[src/rtl/conv_pkg.sv]
// Shared definitions for the parametrised convolution/correlation core:
// register map codes, CFG/STATUS field positions, FSM states, accumulator sizing.
package conv_pkg;

  localparam int unsigned CONF_MEMX   = 32'h00;
  localparam int unsigned CONF_MEMY   = 32'h01;
  localparam int unsigned CONF_MEMZ   = 32'h02;
  localparam int unsigned CONF_CFG    = 32'h03;
  localparam int unsigned CONF_STATUS = 32'h1E;
  localparam int unsigned CONF_INTCLR = 32'h1F;

  localparam int unsigned LEN_W      = 12;
  localparam int unsigned CFG_LX_LSB = 0;
  localparam int unsigned CFG_LY_LSB = 12;
  localparam int unsigned CFG_MODE   = 24;
  localparam int unsigned CFG_SIGNED = 25;
  localparam int unsigned CFG_INTEN  = 26;
  localparam int unsigned CFG_W      = 27;

  localparam int unsigned ST_DONE = 0;
  localparam int unsigned ST_BUSY = 1;
  localparam int unsigned ST_ERR  = 2;

  typedef enum logic [2:0] {
    S_IDLE,
    S_CHECK,
    S_INIT,
    S_MAC,
    S_DRAIN1,
    S_DRAIN2,
    S_STORE,
    S_DONE
  } state_t;

  function automatic int unsigned acc_width(input int unsigned dw, input int unsigned ml);
    return 2 * dw + $clog2(ml);
  endfunction

endpackage

[src/rtl/conv_dpram.sv]
// Simple dual-port synchronous RAM: one write port, one registered read port.
// Both ports freeze when en is low.
module conv_dpram #(
  parameter int unsigned WIDTH = 8,
  parameter int unsigned DEPTH = 32,
  parameter int unsigned AW    = $clog2(DEPTH)
) (
  input  logic             clk,
  input  logic             en,
  input  logic             we,
  input  logic [AW-1:0]    waddr,
  input  logic [WIDTH-1:0] wdata,
  input  logic [AW-1:0]    raddr,
  output logic [WIDTH-1:0] rdata
);

  logic [WIDTH-1:0] mem [DEPTH];

  always_ff @(posedge clk) begin
    if (en) begin
      if (we) mem[waddr] <= wdata;
      rdata <= mem[raddr];
    end
  end

endmodule

[src/rtl/ip_conv_param.sv]
// Parametrised convolution/correlation IP behind the MCU slave interface.
// X/Y are loaded through an auto-increment pointer; results land in Z.
module ip_conv_param
  import conv_pkg::*;
#(
  parameter int unsigned DATA_W     = 8,
  parameter int unsigned MAX_LEN    = 32,
  parameter int unsigned BUS_W      = 32,
  parameter int unsigned CONF_WIDTH = 5
) (
  input  logic                  clk,
  input  logic                  rst_a,
  input  logic                  en_s,
  input  logic [BUS_W-1:0]      data_in,
  output logic [BUS_W-1:0]      data_out,
  input  logic                  write,
  input  logic                  read,
  input  logic                  start,
  input  logic [CONF_WIDTH-1:0] conf_dbus,
  output logic                  int_req
);

  localparam int unsigned ACC_W = acc_width(DATA_W, MAX_LEN);
  localparam int unsigned AW    = $clog2(MAX_LEN);
  localparam int unsigned ZD    = 2 * MAX_LEN - 1;
  localparam int unsigned ZAW   = $clog2(ZD);
  localparam int unsigned IW    = LEN_W + 2;
  localparam int unsigned PW    = 2 * DATA_W;

  if (ACC_W > BUS_W) begin : g_bus_chk
    $error("ip_conv_param: ACC_W exceeds BUS_W");
  end

  state_t                state, state_nx;
  logic [CONF_WIDTH-1:0] conf_prev;
  logic [ZAW-1:0]        ptr, ptr_eff, ptr_nx;
  logic [CFG_W-1:0]      cfg;
  logic                  done, err, busy, go, len_bad;
  logic                  sel_x, sel_y, sel_z, sel_cfg, sel_st, sel_clr;
  logic                  wr_x, wr_y, wr_cfg, wr_clr, rd_z, rd_any;
  logic [LEN_W-1:0]      lx, ly;
  logic [IW-1:0]         lx14, ly14, lz_m1, n, k, k_hi, k_lo_c, k_hi_c, y_idx;
  logic [DATA_W-1:0]     x_rd, y_rd;
  logic [PW-1:0]         xe, ye, prod, prod_c;
  logic [ACC_W-1:0]      acc, prod_ext, z_rdata;
  logic                  mac_v1, mac_v2;
  logic [BUS_W-1:0]      rd_val;
  logic [31:0]           din32;
  logic                  unused_bits;

  assign din32       = 32'(data_in);
  assign unused_bits = ^{din32[31:CFG_W], y_idx[IW-1:AW]};

  assign lx   = cfg[CFG_LX_LSB +: LEN_W];
  assign ly   = cfg[CFG_LY_LSB +: LEN_W];
  assign lx14 = {2'b00, lx};
  assign ly14 = {2'b00, ly};
  assign lz_m1 = lx14 + ly14 - IW'(2);

  assign busy    = (state != S_IDLE);
  assign sel_x   = (conf_dbus == CONF_WIDTH'(CONF_MEMX));
  assign sel_y   = (conf_dbus == CONF_WIDTH'(CONF_MEMY));
  assign sel_z   = (conf_dbus == CONF_WIDTH'(CONF_MEMZ));
  assign sel_cfg = (conf_dbus == CONF_WIDTH'(CONF_CFG));
  assign sel_st  = (conf_dbus == CONF_WIDTH'(CONF_STATUS));
  assign sel_clr = (conf_dbus == CONF_WIDTH'(CONF_INTCLR));

  assign wr_x   = en_s & write & sel_x & ~busy;
  assign wr_y   = en_s & write & sel_y & ~busy;
  assign wr_cfg = en_s & write & sel_cfg & ~busy;
  assign wr_clr = en_s & write & sel_clr;
  assign rd_z   = en_s & read & sel_z & ~busy;
  assign rd_any = en_s & read;
  assign go     = en_s & start & (state == S_IDLE);

  assign len_bad = (lx == '0) || (ly == '0) ||
                   (lx > LEN_W'(MAX_LEN)) || (ly > LEN_W'(MAX_LEN));

  assign int_req = done & cfg[CFG_INTEN];

  // The pointer is treated as already cleared in the cycle conf_dbus changes,
  // and Z is read at ptr_nx so z_rdata always holds Z[ptr] for a 1-cycle read.
  always_comb begin
    ptr_eff = (conf_dbus != conf_prev) ? '0 : ptr;
    ptr_nx  = ptr_eff;
    if (wr_x || wr_y)
      ptr_nx = (ptr_eff == ZAW'(MAX_LEN - 1)) ? '0 : ptr_eff + 1'b1;
    else if (rd_z)
      ptr_nx = (ptr_eff == ZAW'(ZD - 1)) ? '0 : ptr_eff + 1'b1;
    if (en_s && start) ptr_nx = '0;
    if (!en_s) ptr_nx = ptr;
  end

  always_comb begin
    k_lo_c = (n + IW'(1) > ly14) ? n + IW'(1) - ly14 : '0;
    k_hi_c = (n < lx14 - IW'(1)) ? n : lx14 - IW'(1);
    y_idx  = cfg[CFG_MODE] ? ly14 - IW'(1) - (n - k) : n - k;
    xe     = cfg[CFG_SIGNED] ? PW'($signed(x_rd)) : PW'(x_rd);
    ye     = cfg[CFG_SIGNED] ? PW'($signed(y_rd)) : PW'(y_rd);
    // low PW bits of the product are identical for signed and unsigned operands
    prod_c = xe * ye;
    prod_ext = cfg[CFG_SIGNED] ? ACC_W'($signed(prod)) : ACC_W'(prod);
  end

  always_comb begin
    rd_val = '0;
    if (sel_z && !busy) begin
      if (cfg[CFG_SIGNED]) rd_val = BUS_W'($signed(z_rdata));
      else                 rd_val = BUS_W'(z_rdata);
    end else if (sel_cfg) begin
      rd_val = BUS_W'(cfg);
    end else if (sel_st) begin
      rd_val = BUS_W'({err, busy, done});
    end
  end

  always_comb begin
    state_nx = state;
    unique case (state)
      S_IDLE:   if (go) state_nx = S_CHECK;
      S_CHECK:  state_nx = len_bad ? S_DONE : S_INIT;
      S_INIT:   state_nx = S_MAC;
      S_MAC:    if (k == k_hi) state_nx = S_DRAIN1;
      S_DRAIN1: state_nx = S_DRAIN2;
      S_DRAIN2: state_nx = S_STORE;
      S_STORE:  state_nx = (n == lz_m1) ? S_DONE : S_INIT;
      S_DONE:   state_nx = S_IDLE;
      default:  state_nx = S_IDLE;
    endcase
  end

  always_ff @(posedge clk or negedge rst_a) begin
    if (!rst_a) begin
      state     <= S_IDLE;
      conf_prev <= '0;
      ptr       <= '0;
    end else if (en_s) begin
      state     <= state_nx;
      conf_prev <= conf_dbus;
      ptr       <= ptr_nx;
    end
  end

  always_ff @(posedge clk or negedge rst_a) begin
    if (!rst_a) begin
      cfg      <= '0;
      done     <= 1'b0;
      err      <= 1'b0;
      n        <= '0;
      k        <= '0;
      k_hi     <= '0;
      acc      <= '0;
      prod     <= '0;
      mac_v1   <= 1'b0;
      mac_v2   <= 1'b0;
      data_out <= '0;
    end else if (en_s) begin
      mac_v1 <= (state == S_MAC);
      mac_v2 <= mac_v1;
      prod   <= prod_c;
      if (mac_v2) acc <= acc + prod_ext;
      if (wr_clr) begin
        done <= 1'b0;
        err  <= 1'b0;
      end
      case (state)
        S_IDLE: if (go) begin
          done <= 1'b0;
          err  <= 1'b0;
          n    <= '0;
        end
        S_CHECK: if (len_bad) err <= 1'b1;
        S_INIT: begin
          k    <= k_lo_c;
          k_hi <= k_hi_c;
          acc  <= '0;
        end
        S_MAC:   k <= k + IW'(1);
        S_STORE: n <= n + IW'(1);
        S_DONE:  done <= 1'b1;
        default: ;
      endcase
      if (wr_cfg) cfg <= din32[CFG_W-1:0];
      if (rd_any) data_out <= rd_val;
    end
  end

  conv_dpram #(.WIDTH(DATA_W), .DEPTH(MAX_LEN), .AW(AW)) u_xram (
    .clk   (clk),
    .en    (en_s),
    .we    (wr_x),
    .waddr (ptr_eff[AW-1:0]),
    .wdata (data_in[DATA_W-1:0]),
    .raddr (k[AW-1:0]),
    .rdata (x_rd)
  );

  conv_dpram #(.WIDTH(DATA_W), .DEPTH(MAX_LEN), .AW(AW)) u_yram (
    .clk   (clk),
    .en    (en_s),
    .we    (wr_y),
    .waddr (ptr_eff[AW-1:0]),
    .wdata (data_in[DATA_W-1:0]),
    .raddr (y_idx[AW-1:0]),
    .rdata (y_rd)
  );

  conv_dpram #(.WIDTH(ACC_W), .DEPTH(ZD), .AW(ZAW)) u_zram (
    .clk   (clk),
    .en    (en_s),
    .we    (state == S_STORE),
    .waddr (n[ZAW-1:0]),
    .wdata (acc),
    .raddr (ptr_nx),
    .rdata (z_rdata)
  );

endmodule

[config.mk]
export PLATFORM = sky130hd
export DESIGN_NAME = ip_conv_param
export DESIGN_NICKNAME = d
export VERILOG_FILES = /design/src/rtl/conv_pkg.sv /design/src/rtl/conv_dpram.sv /design/src/rtl/ip_conv_param.sv
export SDC_FILE = /design/constraint.sdc
export NUM_CORES = 2
export LEC_CHECK = 0
export ABC_CLOCK_PERIOD_IN_PS = 16250
export CORE_UTILIZATION = 25
export CTS_BUF_LIST = sky130_fd_sc_hd__clkbuf_8 sky130_fd_sc_hd__clkbuf_16
export DETAILED_ROUTE_END_ITERATION = 8
export GPL_TIMING_DRIVEN = 0
export HOLD_SLACK_MARGIN = 0.02
export PLACE_DENSITY = 0.46
export SYNTH_ARGS = -nofsm -noshare
export SYNTH_HDL_FRONTEND = slang
export SYNTH_SLANG_ARGS = --single-unit
[constraint.sdc]
create_clock -name clk -period 16.25 [get_ports clk]
set_input_delay 3.25 -clock clk [delete_from_list [all_inputs] [get_ports clk]]
set_output_delay 3.25 -clock clk [all_outputs]
set_load 0.005 [all_outputs]
==> results_dict.tcl <==
set metrics [dict create \
    grt.total_usage 0.155 \
    rr_worst_depth 18 \
    antenna_found_initial 16 \
    clock_latency_ns 0.91 \
    crit_type "in -> reg" \
    wire_per_inst_um 24.4 \
    core_area_sq_um 346000 \
    synth_cell_types 85 \
    synth-edff-count 1872 \
    synth_top_area_share 0.645 \
    post-route-util 0.294 \
    place.gp.congestion 0.919 \
    synth_area_leaders "edfxtp_1 64%, nand2_1 4.9%, dfrtp_1 4.4%" \
    yosysTopAreaCell "edfxtp_1" \
    vias_per_cell 4.75 \
    start_util 0.252 \
    period_minus_slack_ns 10.54 \
    clkSinkCount 2024 \
    grt_overflow_total 0 \
    seq_area_frac_synth 0.689 \
    multi_input_area_sq_um 24800 \
    areaGrowthSynthToFinish_pct 17.0 \
    clock_skew_ns 0.0926 \
    netlist_instances 6219 \
    cts_buffer_depth 4 \
    seq_area_sq_um 60100 \
    cp_data_arrival_time_ns 11.19 \
    setup_viol 0 \
    min_from "mac_v1" \
    tightest_slew_ns 1.39 \
    max_freq_mhz 94.9 \
    synthMostInstantiatedCell "edfxtp_1" \
    synth_area_sq_um 87200 \
    cts_htree_levels 4 \
    drc_errors 0 \
    ctsResizeCount 0 \
    fp.dieW_um 592 \
    grt_max_degree 84 \
    clock-root-buffer "clkbuf_16" \
    startpoint_type "primary input" \
    ant_nets 0 \
    final_layout_size_suffix_gt1_frac 0.121 \
    pre_cts_ws_ns 5.01 \
    dr.first_iter.drc_count 4762 \
    post-dp-hpwl_um 198000 \
    numCtsBuffers 211 \
    firstDrtPassIters 6 \
    dr_total_vias 53841 \
    hold_viol_final 0 \
    power_mw 16.3 \
    worst_setup_path_end_kind "flip-flop" \
    fill_cells 34958 \
    timing.slew.headroom 0.0757 \
    ys_warn_count 0 \
    postCtsHoldBufs 0 \
    fin_area_sq_um 102000 \
    rrSetupSlack_ns 8.46 \
    synth_nets 6473 \
    postSynthAreaPerCell_sq_um 14.0 \
    synth_ff_type "edfxtp_1" \
    fp.dieArea_sq_um 351000 \
    status "complete, no violations" \
    synthArstFlopShare 0.0751 \
    grt_pass1_vias 53195 \
    crit_fanout 10 \
    final.period_utilization 0.648 \
    worstSetupEndpoint "u_zram.rdata[9]" \
    place_area_sq_um 95300 \
    rows 216 \
    crit_start "conf_dbus[1]" \
    wl_um 277000 \
    io_buffers 69 \
    crit_required_ns 16.90 \
    reg2reg_from "conf_prev[1]" \
    drv_cap 0 \
    cts.clk_slew.worst_paths_ns 0.07 \
    slew_violations 0 \
    synth_common_cells "1872 x edfxtp_1, 1128 x nand2_1, 247 x nand3_1, 247 x nor2_1, 238 x clkbuf_1" \
    irDropWorstVdd_mv 0.218 \
    die_h_um 592 \
    ys_ff_latch 2024 \
    cts_setup_buffers 0 \
    p_leak_nw 34.8 \
    cts_tree "done" \
    io_pins 76 \
    r2r_end "u_zram.rdata[9]" \
    finalNetCount 6837 \
    grt_first_pass_wirelength_um 393000 \
    rsz0062_at_grt "no" \
    fin_ws_ns 5.71 \
    setup_tns_ns 0 \
    hp-class "reg -> reg" \
    p_per_area_nw_per_um2 160 \
]
==> sequential cells by signal (all words and copies together) (netlist names), 14 cells and up <==
register and cells:
u_zram.mem 1323, u_xram.mem 256, u_yram.mem 256, data_out 28, cfg 27, acc 21, u_zram.rdata 21, prod 16
k 14, k_hi 14, n 14
==> cells in the final DEF, fill, tap and decap left out, types with 53 or more instances in the layout <==
cell / netlist / layout
nor2_1: 247 / 184
dfrtp_1: 152 / 131
and2_1: 63 / 63
ha_1: 137 / 137
mux4_2: 144 / 144
a21oi_1: 208 / 208
a211oi_1: 107 / 107
fa_1: 74 / 74
inv_1: 195 / 230
o21ai_0: 148 / 148
and3_1: 195 / 195
a311oi_1: 142 / 142
xnor2_1: 83 / 83
clkbuf_16: 0 / 212
nand2_1: 1128 / 1128
buf_2: 71 / 78
mux2_2: 61 / 61
clkdlybuf4s50_1: 0 / 59
mux2i_1: 110 / 110
a31oi_1: 53 / 53
nor2_2: 0 / 58
clkbuf_1: 238 / 238
nand3_1: 247 / 247
edfxtp_1: 1872 / 1872
==> area by class of cell <==
type / instances / area share
diodes: 14 / 0.000344
plain buffers: 379 / 0.0171
clock buffers: 222 / 0.0534
clock inverters: 157 / 0.0120
inverters: 200 / 0.00736
multi-input cells: 3616 / 0.244
flip-flops and latches: 2024 / 0.589
well taps: 4578 / 0.0562
repair buffers: 151 / 0.0210
==> worst min-delay path by stage <==
stage	end	slack, ns	cells past startpoint
floorplan	mac_v1	0.45	2
global placement	mac_v1	0.48	2
detailed placement	mac_v1	0.48	2
CTS	mac_v1	0.50	2
global route	data_out[11]	0.54	2
finish	mac_v1	0.50	2
==> report_power, final <==
part           internal [mW]  leakage [nW]  total, mW  switching (mW)
logic                   2.17          12.8       5.10            2.93
clock network           2.69          3.41       4.76            2.07
registers               6.09          18.6       6.46           0.377
==> logic make-up (layout without fill, tap and decap cells) <==
group | Yosys count | after routing | share of synthesized area
mux | 316 | 316 | 0.0578
fa+ha+maj | 211 | 211 | 0.0367
compound gates | 881 | 881 | 0.0680
buf+inv | 579 | 1109 | 0.0287
simple gates | 2077 | 2077 | 0.107
other cells | 0 | 14 | 0
flops | 2024 | 2024 | 0.689
xor+xnor | 131 | 131 | 0.0133
==> per-layer routing <==
layer  share of wire  routed length (um)  track usage  vias to the layer above
met3           0.054               14900       0.0225                      359
met4           0.031                8620       0.0475                        2
met2            0.48              132000        0.255                     1552
met1            0.44              122000        0.209                    27862
li1                -                   -            -                    24066
met5        0.000047                  13            0                        -
==> metrics by stage <==
step                      hold slack (ns)  instances
after floorplan                     0.451       6219
after global routing                0.538      11331
after CTS                           0.500      11327
after global placement              0.485      10866
after detailed placement            0.484      10948
final                               0.496      11341
==> critical path, stage by stage <==
cell and delay [ns]:
clkdlybuf4s50_1 0.63, xor2_1 0.25, nor3_2 0.65, and2_1 0.22, clkbuf_1 0.37, nand2_1 0.18, inv_1 0.11, ha_1 0.63
o311a_1 0.35, nand4_2 0.17, o2111ai_2 0.30, clkbuf_1 1.05, clkbuf_1 0.46, and3_1 0.22, a211oi_1 0.05, a311oi_1 0.57
a31oi_1 0.20, a211oi_1 1.10, or4_1 0.39
Note: power is estimated with default switching activity, not from simulation.
